$ cat config.mk
export PLATFORM = sky130hd
export DESIGN_NAME = branch_predictor_btb
export DESIGN_NICKNAME = d
export VERILOG_FILES = /design/src/rtl/branch_predictor_btb.sv
export SDC_FILE = /design/constraint.sdc
export NUM_CORES = 2
export LEC_CHECK = 0
export CAP_MARGIN = 30
export CORE_ASPECT_RATIO = 0.8
export CORE_MARGIN = 3
export CORE_UTILIZATION = 50
export CTS_BUF_LIST = sky130_fd_sc_hd__clkbuf_4 sky130_fd_sc_hd__clkbuf_8
export DETAILED_ROUTE_END_ITERATION = 12
export PLACE_DENSITY = 0.7
export SYNTH_ARGS = -nofsm -noshare
export SYNTH_HDL_FRONTEND = slang
export SYNTH_SLANG_ARGS = --single-unit
$ cat constraint.sdc
create_clock -name i_clock -period 3.45 [get_ports i_clock]
set_input_delay 0.5175 -clock i_clock [delete_from_list [all_inputs] [get_ports i_clock]]
set_output_delay 0.5175 -clock i_clock [all_outputs]
set_load 0.05 [all_outputs]
$ cat src/rtl/branch_predictor_btb.sv
// Branch-target buffer with 2-bit saturating direction counters, registered
// lookup and mispredict/redirect reporting. Optional macro: BTB_PERF_COUNTERS_EN.
module branch_predictor_btb #(
  parameter int NB_ADDR     = 32,
  parameter int BTB_ENTRIES = 16
) (
  input  logic               i_clock,
  input  logic               i_reset,
  input  logic               i_flush,
  input  logic               i_fetch_valid,
  input  logic [NB_ADDR-1:0] i_fetch_pc,
  output logic               o_pred_valid,
  output logic               o_pred_taken,
  output logic [NB_ADDR-1:0] o_pred_target,
  input  logic               i_res_valid,
  input  logic [NB_ADDR-1:0] i_res_pc,
  input  logic               i_res_is_jump,
  input  logic               i_res_taken,
  input  logic [NB_ADDR-1:0] i_res_target,
  input  logic               i_res_pred_taken,
  input  logic [NB_ADDR-1:0] i_res_pred_target,
  output logic               o_mispredict,
  output logic [NB_ADDR-1:0] o_redirect_pc
`ifdef BTB_PERF_COUNTERS_EN
  ,
  output logic [31:0]        o_perf_resolved,
  output logic [31:0]        o_perf_mispredict
`endif
);

  localparam int IDX_W = $clog2(BTB_ENTRIES);
  localparam int TAG_W = NB_ADDR - IDX_W - 2;

  typedef struct packed {
    logic               valid;
    logic [TAG_W-1:0]   tag;
    logic [NB_ADDR-1:0] target;
    logic [1:0]         ctr;
    logic               is_jump;
  } entry_t;

  entry_t btb_q [BTB_ENTRIES];

  // Lookup path
  logic [IDX_W-1:0]   f_idx;
  entry_t             f_entry;
  logic               f_hit;
  logic               f_taken;
  logic [NB_ADDR-1:0] f_target;

  always_comb begin
    f_idx    = i_fetch_pc[IDX_W+1:2];
    f_entry  = btb_q[f_idx];
    f_hit    = f_entry.valid && (f_entry.tag == i_fetch_pc[NB_ADDR-1:IDX_W+2]);
    f_taken  = f_hit && (f_entry.is_jump || f_entry.ctr[1]);
    f_target = f_taken ? f_entry.target : i_fetch_pc + NB_ADDR'(4);
  end

  // Resolve path: training write and mispredict detection
  logic [IDX_W-1:0]   r_idx;
  logic [TAG_W-1:0]   r_tag;
  entry_t             r_entry;
  entry_t             r_next;
  logic               r_hit;
  logic               r_write;
  logic [NB_ADDR-1:0] r_clean_target;
  logic [NB_ADDR-1:0] r_actual;
  logic [NB_ADDR-1:0] r_predicted;
  logic               r_mismatch;

  always_comb begin
    r_idx          = i_res_pc[IDX_W+1:2];
    r_tag          = i_res_pc[NB_ADDR-1:IDX_W+2];
    r_entry        = btb_q[r_idx];
    r_hit          = r_entry.valid && (r_entry.tag == r_tag);
    r_clean_target = i_res_target & ~NB_ADDR'(1);
    r_actual       = i_res_taken ? r_clean_target : i_res_pc + NB_ADDR'(4);
    r_predicted    = i_res_pred_taken ? i_res_pred_target : i_res_pc + NB_ADDR'(4);
    r_mismatch     = (r_actual != r_predicted);

    // NOTE: every always_comb output gets a default first so no latch is inferred.
    r_next  = r_entry;
    r_write = 1'b0;
    if (i_res_valid) begin
      if (r_hit) begin
        r_write = 1'b1;
        if (!i_res_is_jump) begin
          if (i_res_taken) r_next.ctr = (r_entry.ctr == 2'b11) ? 2'b11 : r_entry.ctr + 2'd1;
          else             r_next.ctr = (r_entry.ctr == 2'b00) ? 2'b00 : r_entry.ctr - 2'd1;
        end
        if (i_res_taken) r_next.target = r_clean_target;
      end else if (i_res_taken) begin
        r_write        = 1'b1;
        r_next.valid   = 1'b1;
        r_next.tag     = r_tag;
        r_next.target  = r_clean_target;
        r_next.ctr     = 2'b10;
        r_next.is_jump = i_res_is_jump;
      end
    end
  end

  // NOTE: the table is reset explicitly because counters must start at weakly
  // not-taken; it therefore maps to flops, not a RAM macro.
  always_ff @(posedge i_clock or negedge i_reset) begin
    if (!i_reset) begin
      for (int i = 0; i < BTB_ENTRIES; i++) begin
        btb_q[i] <= '{valid: 1'b0, tag: '0, target: '0, ctr: 2'b01, is_jump: 1'b0};
      end
    end else if (r_write) begin
      btb_q[r_idx] <= r_next;
    end
  end

  // Prediction register: taken/target hold when no lookup is accepted
  always_ff @(posedge i_clock or negedge i_reset) begin
    if (!i_reset) begin
      o_pred_valid  <= 1'b0;
      o_pred_taken  <= 1'b0;
      o_pred_target <= '0;
    end else if (i_fetch_valid && !i_flush) begin
      o_pred_valid  <= 1'b1;
      o_pred_taken  <= f_taken;
      o_pred_target <= f_target;
    end else begin
      o_pred_valid  <= 1'b0;
    end
  end

  // Flush does not suppress the recovery report for an older instruction
  always_ff @(posedge i_clock or negedge i_reset) begin
    if (!i_reset) begin
      o_mispredict  <= 1'b0;
      o_redirect_pc <= '0;
    end else begin
      o_mispredict <= i_res_valid && r_mismatch;
      if (i_res_valid) o_redirect_pc <= r_actual;
    end
  end

`ifdef BTB_PERF_COUNTERS_EN
  always_ff @(posedge i_clock or negedge i_reset) begin
    if (!i_reset) begin
      o_perf_resolved   <= '0;
      o_perf_mispredict <= '0;
    end else if (i_res_valid) begin
      o_perf_resolved <= o_perf_resolved + 32'd1;
      if (r_mismatch) o_perf_mispredict <= o_perf_mispredict + 32'd1;
    end
  end
`endif

endmodule

==> metrics.md <==
| Metric | Value |
|---|---|
| Yosys reg bits | `1059` |
| Area growth from synthesis to layout | `31.00%` |
| Mean post-synth cell area | `14.74 um2` |
| Port Buffers | `201` |
| Share of layout cells above drive strength 1 | `~57%` |
| Crit end category | `flop` |
| Post-synth EDFFs | `0` |
| H-tree Lvls | `4` |
| Pwr Total | `38.26 mW` |
| Routed vias | `43700` |
| Slew headroom | `47.47%` |
| Worst r2r src | `btb_q[481]$_DFFE_PN0P_` |
| Startpoint Class | `flop` |
| Failing checks | `negative setup slack` |
| Antenna violations before repair | `10` |
| Final-report setup violation count | `1024` |
| TritonCTS clock tree | `built` |
| Vias in the first global route | `approximately 45000` |
| Post-route clock period utilization | `112.8%` |
| Register clock-pin slew on the reported worst setup and hold paths | `0.06 ns` |
| DRC Markers | `0` |
| Clock sink total | `1059` |
| Most frequent cells in the layout | `1043 x dfrtp_1, 691 x buf_4, 548 x mux4_2` |
| GRT overflow | `0` |
| Clock period minus worst slack | `3.893 ns` |
| Post-synth ARST share | `100.0%` |
| Maxcap violations | `0` |
| Fin. Hold Viols | `0` |
| CTS buffer count | `between 150 and 200` |
| Commonest non-fill, non-tap cell in the layout | `dfrtp_1` |
| Initial detailed-routing violation count | `4788` |
| Fin nets | `5151` |
| Mapped Area | `59740 um2` |
| Syn Nets | `4195` |
| Crit path DAT | `4.65 ns` |
| First-pass GRT wire length | `slightly above 300000 um` |
| Synth Flop Type | `dfrtp_1` |
| Core Util, Final | `between 60% and 70%` |
| DR WL/cell | `around 32 um` |
| Largest fanout on the critical path | `8` |
| Largest net degree at the start of global routing | `106` |
| Die width | `392.5 um` |
| Yosys cell types | `81` |
| Post-Route WL | `217000 um` |
| Worst EP required | `4.20 ns` |
| Actual slew at the worst max-slew pin | `around 0.79 ns` |
| Routed vias/inst | `6.529` |
| FF-to-FF path depth | `15` |
| Std cell rows | `between 100 and 150` |
| Antenna-violating nets left | `0` |
| Max Clock Skew | `0.03960 ns` |
| Leak pwr | `34.92 nW` |
| Seq/Total Area, Yosys | `44.39%` |
| Final Max Slew Viols | `0` |
| DPL Wire Length | `between 100000 and 150000 um` |
| Die height | `roughly 320 um` |
| CP Class | `flop to flop` |
| Starting density of the core | `between 50% and 60%` |
| Flop-to-flop setup slack | `-0.44 ns` |
| Max frequency | `256.9 MHz` |
| First-pass iteration count of the detailed router | `5` |
| GPL Wtd Cong | `0.9847` |
| Worst reg2reg path endpoint | `btb_q[986]$_DFFE_PN0P_` |
| Core area | `117600 um2` |
| All-layer global routing usage | `between 30 and 40%` |
| Clk Latency, worst-skew pair | `0.90 ns` |
| Worst VDD drop | `between 300 and 400 uV` |
| Hold crit path type | `input pin to async pin` |
| Die area | `123700 um2` |
| Root Buffer | `clkbuf_8` |
| Setup ws final | `-0.4425 ns` |
| Pwr dens | `488.9 nW/um2` |
| Clock buffer depth | `3` |
| RSZ-0062 raised after global routing | `yes` |
| # IOs | `203` |
| Status | `finished with violations` |
| Ys Warns | `0` |
| Syn Inst Count | `4054` |
[final cells by class]
type	count	area, um2
multi-input combinational	2583	33390
timing repair buffer	1146	12270
tap	1539	1926
inverter	50	190.2
fill	8075	39310
sequential	1059	26520
clock buffer	259	3314
clock inverter	51	644.4
antenna	5	12.51
[through the flow]
step,area [um2],TNS (ns),hold WS (ns),setup slack [ns],cells
2_1_floorplan,61220,-497.09,0.2219,-0.5544,4054
3_5_place_dp,71330,-1166.72,0.4684,-1.276,6282
4_1_cts,76510,-207.34,0.09843,-0.3073,6638
6_report,78270,-316.22,0.1547,-0.4425,6692
3_3_place_gp,71330,-1169.57,0.4534,-1.263,6282
5_1_grt,78260,-399.00,0.1760,-0.5270,6690
[metal layers]
| metal | GRT usage [%] | vias up | share of wire, % |
|---|---|---|---|
| li1 | - | 17510 | - |
| met1 | 48.46 | 22990 | 40 |
| met2 | 48.23 | 2635 | 42 |
| met3 | 11.90 | 550 | 14 |
| met4 | 14.70 | 10 | 4.5 |
| met5 | 0 | - | 0.029 |
[timing repair]
item	CTS	global route
resized for setup	125	220
setup endpoints to repair	1023	1024
pin swaps	12	5
hold buffers	1	0
buffers inserted	30	25
endpoints found under the hold margin	173	0
gates cloned	15	32
[worst max-delay path, cell delays in order, from the launching register on]
cell and delay, ns:
dfrtp_1 0.40, mux4_2 0.46, mux2i_1 0.23, mux2i_2 0.17
xnor2_1 0.35, buf_4 0.18, nand2_1 0.09, nor4_4 0.36
a31oi_4 0.14, buf_12 0.17, buf_12 0.13, nor4_4 0.17
buf_4 0.20, buf_12 0.20, buf_12 0.18, mux2_4 0.30
[Yosys cell counts (7+ instances only)]
library cell | n | area [um2]
dfrtp_1 | 1043 | 26100
mux2_2 | 955 | 10750
mux4_2 | 548 | 12340
clkbuf_1 | 180 | 675.7
mux2i_1 | 147 | 1471
nand2_1 | 147 | 551.8
xnor2_1 | 133 | 1165
mux2_1 | 103 | 1160
o21ai_0 | 83 | 415.4
buf_2 | 55 | 275.3
nor2_1 | 55 | 206.5
xor2_1 | 49 | 429.2
buf_1 | 47 | 176.4
inv_1 | 46 | 172.7
buf_6 | 43 | 484.2
buf_4 | 37 | 277.8
nand3_1 | 32 | 160.2
a21oi_1 | 28 | 140.1
nand4_1 | 28 | 175.2
o22ai_1 | 21 | 131.4
or2_2 | 20 | 125.1
and3_1 | 19 | 118.9
nor3_1 | 18 | 90.09
a22oi_1 | 17 | 127.6
dfstp_2 | 16 | 420.4
o211ai_1 | 15 | 112.6
nor4_1 | 12 | 75.07
nand2b_1 | 11 | 68.82
a2111oi_0 | 9 | 78.83
a31oi_1 | 9 | 56.30
nor2b_1 | 8 | 50.05
and2_1 | 7 | 43.79
nor3_4 | 7 | 113.9
[logic make-up (layout without fill, tap and decap cells)]
logic type / Yosys count / after routing / synth area share [%]
mux: 1753 / 1753 / 43.06
flops: 1059 / 1059 / 44.39
buf+inv: 412 / 1506 / 3.477
simple gates: 395 / 395 / 3.502
compound gates: 245 / 245 / 2.704
xor+xnor: 184 / 184 / 2.744
fa+ha+maj: 6 / 6 / 0.1215
other cells: 0 / 5 / 0
[worst max path at each step]
stage / start / end / slack (ns) / cells past startpoint
detailed placement: i_res_pc[2] / btb_q[537]$_DFFE_PN0P_ / -1.28 / 16
floorplan: i_res_pc[2] / btb_q[73]$_DFFE_PN0P_ / -0.55 / 15
global placement: i_res_pc[2] / btb_q[760]$_DFFE_PN0P_ / -1.26 / 16
CTS: btb_q[415]$_DFFE_PN0P_ / btb_q[763]$_DFFE_PN0P_ / -0.31 / 13
global route: btb_q[354]$_DFFE_PN0P_ / btb_q[975]$_DFFE_PN0P_ / -0.53 / 15
finish: btb_q[481]$_DFFE_PN0P_ / btb_q[986]$_DFFE_PN0P_ / -0.44 / 15
[report_power, final]
part / internal, mW / switching [mW]
Clock: 7.14 / 5.51
Sequential: 14.2 / 1.35
Combinational: 5.57 / 4.50
Total: 26.9 / 11.4
[sequential cells by signal, summed over array words and instances (netlist names)]
register       flops
btb_q            992
o_pred_target     32
o_redirect_pc     32
o_mispredict       1
o_pred_taken       1
o_pred_valid       1
Note: power is estimated with default switching activity, not from simulation.
